### config.mk
export PLATFORM = sky130hd
export DESIGN_NAME = bcd_conv_scheduler
export DESIGN_NICKNAME = d
export VERILOG_FILES = /design/src/rtl/bcd_conv_scheduler.sv
export SDC_FILE = /design/constraint.sdc
export NUM_CORES = 1
export LEC_CHECK = 0
export ABC_AREA = 0
export CAP_MARGIN = 20
export CORE_AREA = 3 3 81 83
export CTS_CLUSTER_DIAMETER = 50
export DETAILED_ROUTE_END_ITERATION = 16
export DIE_AREA = 0 0 84 86
export PLACE_DENSITY = 0.73
export SLEW_MARGIN = 10
export SYNTH_ARGS = -nofsm -noshare
export SYNTH_HDL_FRONTEND = slang
export SYNTH_SLANG_ARGS = --single-unit
### constraint.sdc
create_clock -name clk -period 1.7 [get_ports clk]
set_clock_uncertainty 0.15 [all_clocks]
set_input_delay 0.34 -clock clk [delete_from_list [all_inputs] [get_ports clk]]
set_output_delay 0.34 -clock clk [all_outputs]
set_load 0.03 [all_outputs]
### src/rtl/bcd_conv_scheduler.sv
// Shared binary-to-BCD conversion engine: round-robin arbitration between two
// requesters, one double-dabble step per clock, tagged result on a valid/ready channel.
module bcd_conv_scheduler #(
  parameter int BIN_W  = 12,
  parameter int DIGITS = 4
) (
  input  logic                  clk,
  input  logic                  rst_n,
  input  logic                  req0_valid,
  input  logic [BIN_W-1:0]      req0_bin,
  output logic                  req0_ready,
  input  logic                  req1_valid,
  input  logic [BIN_W-1:0]      req1_bin,
  output logic                  req1_ready,
  output logic                  out_valid,
  input  logic                  out_ready,
  output logic                  out_id,
  output logic [4*DIGITS-1:0]   out_bcd,
  output logic                  busy
);

  localparam int BCD_W = 4 * DIGITS;
  localparam int CNT_W = $clog2(BIN_W + 1);

  localparam logic [1:0] IDLE = 2'd0;
  localparam logic [1:0] CONV = 2'd1;
  localparam logic [1:0] DONE = 2'd2;

  logic [1:0]       state;
  logic [BIN_W-1:0] bin_q;
  logic [BCD_W-1:0] bcd_q;
  logic [CNT_W-1:0] step_q;
  logic             id_q;
  logic             rr_last;

  logic             grant;
  logic             accept;
  logic [BIN_W-1:0] grant_bin;
  logic [BCD_W-1:0] bcd_adj;
  logic [BCD_W-1:0] bcd_shift;

  // A lone requester always wins; on a tie the one not served last wins.
  always_comb begin
    grant = ~rr_last;
    if (req0_valid && !req1_valid)
      grant = 1'b0;
    else if (req1_valid && !req0_valid)
      grant = 1'b1;
  end

  assign req0_ready = (state == IDLE) && rst_n && !grant;
  assign req1_ready = (state == IDLE) && rst_n &&  grant;
  assign accept     = grant ? (req1_valid && req1_ready) : (req0_valid && req0_ready);
  assign grant_bin  = grant ? req1_bin : req0_bin;
  assign busy       = (state != IDLE);

  always_comb begin
    bcd_adj = bcd_q;
    for (int unsigned i = 0; i < DIGITS; i++) begin
      if (bcd_q[4*i +: 4] >= 4'd5)
        bcd_adj[4*i +: 4] = bcd_q[4*i +: 4] + 4'd3;
    end
    bcd_shift = {bcd_adj[BCD_W-2:0], bin_q[BIN_W-1]};
  end

  always_ff @(posedge clk) begin
    if (!rst_n) begin
      state     <= IDLE;
      bin_q     <= '0;
      bcd_q     <= '0;
      step_q    <= '0;
      id_q      <= 1'b0;
      rr_last   <= 1'b1;
      out_valid <= 1'b0;
      out_id    <= 1'b0;
      out_bcd   <= '0;
    end else begin
      case (state)
        IDLE: begin
          if (accept) begin
            bin_q   <= grant_bin;
            bcd_q   <= '0;
            id_q    <= grant;
            step_q  <= '0;
            rr_last <= grant;
            state   <= CONV;
          end
        end
        CONV: begin
          bcd_q  <= bcd_shift;
          bin_q  <= bin_q << 1;
          step_q <= step_q + CNT_W'(1);
          // The final shift result goes straight to the output register.
          if (step_q == CNT_W'(BIN_W - 1)) begin
            out_bcd   <= bcd_shift;
            out_id    <= id_q;
            out_valid <= 1'b1;
            state     <= DONE;
          end
        end
        DONE: begin
          if (out_ready) begin
            out_valid <= 1'b0;
            state     <= IDLE;
          end
        end
        default: state <= IDLE;
      endcase
    end
  end

endmodule

==> results of run 1 <==
## layout by cell type (no fill, tap or decap), drive strengths merged, types with 5 or more instances in the layout
master and count:
buf 38, a22oi 13, clkbuf 9, nor2b 9, dlygate4sd2 21, o22ai 8
nand2b 5, dfxtp 54, inv 13, clkdlybuf4s50 25, a21oi 29, ha 9
nor2 17, o221ai 11, nand2 41, o21ai 22, nor3b 10
## where the power goes
part	switching [mW]	total (mW)	internal, mW
clock	0.407	0.818	0.412
combinational	0.165	0.333	0.169
sequential	0.0195	1.32	1.30
total	0.591	2.47	1.88
## tightest hold or removal path, delay by kind of cell, from the launching register on
family,cells,cell delay [ps]
flops,1,340
compound gates,1,60
simple gates,1,40
## area by class of cell
class | count | area [um2]
fillers | 515 | 2230
well taps | 75 | 93.8
flip-flops and latches | 54 | 1090
inverters | 13 | 48.8
repair buffers | 85 | 763
multi-input cells | 218 | 1580
clock buffers | 8 | 110
## synthesized netlist by cell type (all sizes together), types with 5 or more instances
library cell | instances | area [um2]
buf | 14 | 86.3
ha | 9 | 113
o21ai | 22 | 110
nand2 | 41 | 154
clkbuf | 7 | 26.3
o221ai | 11 | 140
inv | 13 | 48.8
dfxtp | 54 | 1080
o22ai | 8 | 50.1
nor2b | 9 | 56.3
a21oi | 29 | 145
nand2b | 5 | 31.3
nor2 | 17 | 86.3
nor3b | 10 | 75.1
a22oi | 13 | 97.6
## what timing repair did
action	CTS	global route
endpoints found under the setup margin	30	34
pin swaps	3	4
gates resized for setup	29	29
gates cloned	0	1
setup buffers	2	1
## kinds of logic (layout without fill, tap and decap cells)
kind of cell | after synthesis | count (layout) | share of synthesized area [%]
DFF | 54 | 54 | 39.8
muxes | 8 | 8 | 3.13
and+or+nand+nor | 93 | 93 | 18.3
xor gates and xnor gates | 8 | 8 | 2.58
adders and majority gates | 10 | 10 | 4.56
buffers and inverters | 34 | 106 | 5.94
AOI/OAI and AO/OA | 99 | 99 | 25.7
## path summary, 6_finish.rpt
kind | end | slack (ps) | cells past startpoint
setup / recovery | req1_ready | -130 | 3
hold / removal | bcd_q[13] | 320 | 2
setup reg to reg | out_bcd[6] | 60 | 6
hold reg to reg | bcd_q[13] | 320 | 2
## through the flow
stage	cell area (um2)	instances	setup slack, ps
after floorplan	2740	306	16.4
after global placement	3440	441	-389
after detailed placement	3440	441	-399
after CTS	3560	451	-130
after global routing	3690	453	-162
final	3690	453	-129
## registers in the layout (all words and copies together) (netlist names), 2 cells and up
name,cells
bcd_q,16
out_bcd,16
state,2
step_q,4
bin_q,12
## routing by layer
metal | wire length (um) | part of all wire, %
met2 | 3240 | 51
met3 | 279 | 4.4
met1 | 2690 | 43
met4 | 97 | 1.5
met5 | 0 | 0
==> flow_summary.toml, run 1 <==
[outcome]
status = "finished with violations"
violations = "setup timing"

[routing]
wl_um = 6310
viasPerCell = 5.32
antenna_left = 0
drc_errors = 0
wl_per_cell_um = 13.9
vias = 2412
first_pass_iters = 4
drt_iter0_drc = 89

[setup_path]
critical_path_class = "reg -> out"
worstPathMaxFanout = 3
required_ps = 1210
crit_buf_inv = 1
slowest_stage = "or3b_4"
worstPathCellList = "or3b_4 > nor2b_4 > buf_6"
cp_data_arrival_time_ps = 1340
crit_family = "simple AND/OR/NAND/NOR gates"
max_stage_delay_ps = 440
r2r-start = "bcd_q[5]"
cp-start-kind = "register"
crit_path_start = "state[1]"
cp-end-kind = "primary output"

[clocking]
cts.sinks = 54
clkTransAtPathRegs_ps = 90
clk_latency_ps = 310
cts_tree = "built"
cts_hold_buf = 0
clk_path_buf_depth = 2
h-tree-depth = 2
cts_inserted_buffers = 5
root_buffer = "clkbuf_8"

[die]
coreArea_mm2 = 0.00592
io_pins = 50
fp.dieW_um = 84
fp-row-count = 28
design.die.area_mm2 = 0.00722
die_h_um = 86
initial_core_util_pct = 45.9

[place]
portBuffers = 49
hpwl_um = 4400
place_congestion = 0.771

[global_routing]
grt_usage_pct = 18.0
grt.met3_usage_pct = 4.42
antenna_found_initial = 0
gr-total-overflow = 0
grt_pass1_vias = 2453
top_usage_layer = "met2"
grt_util_met1_pct = 20.1
use_met2_pct = 33.0
grt_pass1_wl_um = 10700
grt_max_degree = 23

[logic_synthesis]
synth_edf_count = 0
yosysSeqAreaShare_pct = 39.8
synth-seq-cells = 54
synth_async_sr_flop_share_pct = 0
synth_nets = 344
yosysWarnings = 0
synthFlopType = "dfxtp_1"
yosysUniqueCellTypes = 42
netlist_area_mm2 = 0.00272
netlist_instances = 306
syn_avg_cell_area_um2 = 8.88

[pwr]
vdd.ir_drop.worst_mv = 0.552
power_mw = 2.47
power_density_mw_per_mm2 = 669
p_leak_nw = 1.59

[timing]
fin_setup_tns_ps = -232
fin_crit_ps = 1830
fin_ws_ps = -129
slew_headroom_pct = 78.7
slew_violations = 0
fin_crit_sh_pct = 108
setup_viol = 2
holdWs_ps = 316
hold_violations = 0
fmax_ghz = 0.547
tightest_slew_ps = 319
rsz0062_at_grt = "true"

[finish]
diodes = 0
area_growth_pct = 35.9
final_util_pct = 62.3
drive_gt1_share_pct = 26.5
nets = 415

[worst_hold_path]
hold_start = "bcd_q[13]"
hold_class = "reg -> reg"

[run]
cap_violations = 0
(Power assumes the default switching activity.)
==> inputs of run 2 (changes only) <==
Settings changed: GPL_ROUTABILITY_DRIVEN from default to 0, SLEW_MARGIN 10 to default.
==> results of run 2 <==
The final DEF is identical to that of run 1; final timing and power are the same.
==> inputs of run 3 (changes only) <==
Settings changed: CORE_AREA 3 3 81 83 to 3 3 74 76, DIE_AREA 0 0 84 86 to 0 0 77 79, PLACE_DENSITY 0.73 to 0.83.
Clock period 1.7 ns to 2.15 ns, I/O delays scaled along.
==> flow_summary.toml, run 3 (synthesis gave the netlist of run 1 again) <==
[outcome]
status = "finished, final reports clean"

[routing]
first_pass_iters = 4
antenna_left = 0
wl_um = 6040
wl_per_cell_um = 14.2
vias = 2316
viasPerCell = 5.44
drc_errors = 0
drt_iter0_drc = 143

[pwr]
power_density_mw_per_mm2 = 555
p_leak_nw = 1.36
vdd.ir_drop.worst_mv = 0.345

[run]
cap_violations = 0

[timing]
setup_viol = 0
tightest_slew_ps = 395
slew_violations = 0
hold_violations = 0
fin_crit_ps = 2090
rsz0062_at_grt = "false"
fin_crit_sh_pct = 97.1
fin_ws_ps = 63.0
fmax_ghz = 0.479
holdWs_ps = 318
slew_headroom_pct = 73.7

[setup_path]
critical_path_class = "in -> out"
cp_data_arrival_time_ps = 1510
rrSetupSlack_ps = 300
required_ps = 1570
cp-start-kind = "input pin"
cp-end-kind = "primary output"
worstPathMaxFanout = 3

[finish]
diodes = 0
multi_input_area_mm2 = 0.00148
final_cell_mix = "dfxtp_1 (54), clkdlybuf4s50_1 (44), nand2_1 (41)"
top_regs = "bcd_q (16), out_bcd (16), bin_q (12)"
nets = 396
num-fill-cells = 379
area_growth_pct = 25.1
final_util_pct = 71.0
layout_commonest_cell = "dfxtp_1"
ff_latch_area_mm2 = 0.00108
drive_gt1_share_pct = 15.3

[clocking]
clk_path_buf_depth = 2
clk_latency_ps = 310
cts_inserted_buffers = 5
root_buffer = "clkbuf_8"
h-tree-depth = 2
cts_tree = "built"
cts_hold_buf = 0
clkTransAtPathRegs_ps = 100
cts.sinks = 54

[global_routing]
grt_pass1_wl_um = 10100
grt_pass1_vias = 2206
antenna_found_initial = 0
grt_max_degree = 23
gr-total-overflow = 0
grt_usage_pct = 20.3

[place]
portBuffers = 49
hpwl_um = 4340
pre_cts_ws_ps = -49.3

[die]
fp-row-count = 25
die_h_um = 79
io_pins = 50
fp.dieW_um = 77
initial_core_util_pct = 56.8
design.die.area_mm2 = 0.00608
coreArea_mm2 = 0.00479

[worst_hold_path]
hold_class = "reg -> reg"
[run 3: changes by cell type in the layout (fill, tap and decap cells not counted), moves of 3 or more]
cell	change
a21oi_1	+4
dfxtp_2	-7
dfxtp_1	+8
o22ai_1	+3
o22ai_2	-3
buf_4	-15
a21oi_2	-3
buf_6	-3
dlygate4sd2_1	-18
clkdlybuf4s50_1	+19
[run 3: path summary, 6_finish.rpt]
check,start,to,cells after the start
setup reg to reg,state[0],bcd_q[8],5
hold / removal,bcd_q[13],bcd_q[13],2
hold reg to reg,bcd_q[13],bcd_q[13],2
setup / recovery,req1_valid,req1_ready,4
[run 3: what timing repair did]
| action | CTS | global route |
|---|---|---|
| endpoints found under the setup margin | 3 | 0 |
| resized for setup | 4 | 0 |
| setup buffers | 1 | 0 |
[run 3: per-layer routing]
metal | global-route usage (%) | up-vias | part of all wire [%]
met5 | 0 | - | 0
met4 | 6.58 | 0 | 1.5
met3 | 5.33 | 8 | 4.6
met2 | 34.7 | 48 | 47
met1 | 25.1 | 1066 | 47
li1 | - | 1194 | -
[run 3: worst max-delay path, cell delays in order]
cell	delay, ps
clkdlybuf4s50_1	440
maj3_2	330
nor2b_1	140
buf_4	160
[run 3: per-stage QoR]
step	cells	setup TNS (ps)	instance area [um2]	total power, mW
5_1_grt	426	0	3400	1.97
4_1_cts	426	0	3400	1.90
6_report	426	0	3400	1.89
3_3_place_gp	417	-103	3290	1.30
2_1_floorplan	306	0	2720	1.20
3_5_place_dp	417	-85.5	3290	1.30
[run 3: power by group]
part / switching, mW / internal (mW) / total [mW] / leakage, nW
Clock: 0.339 / 0.266 / 0.604 / 0.0478
Sequential: 0.0183 / 1.03 / 1.04 / 0.438
Combinational: 0.124 / 0.115 / 0.239 / 0.875
Total: 0.481 / 1.41 / 1.89 / 1.36
[run 3: final cells by class]
cell class                      count  share of cell area (%)
Multi-Input combinational cell    218                    43.4
Tap cell                           67                    2.47
Sequential cell                    54                    31.8
Clock inverter                      2                   0.479
Inverter                           13                    1.44
Clock buffer                        6                    2.43
Timing Repair Buffer               66                    17.9
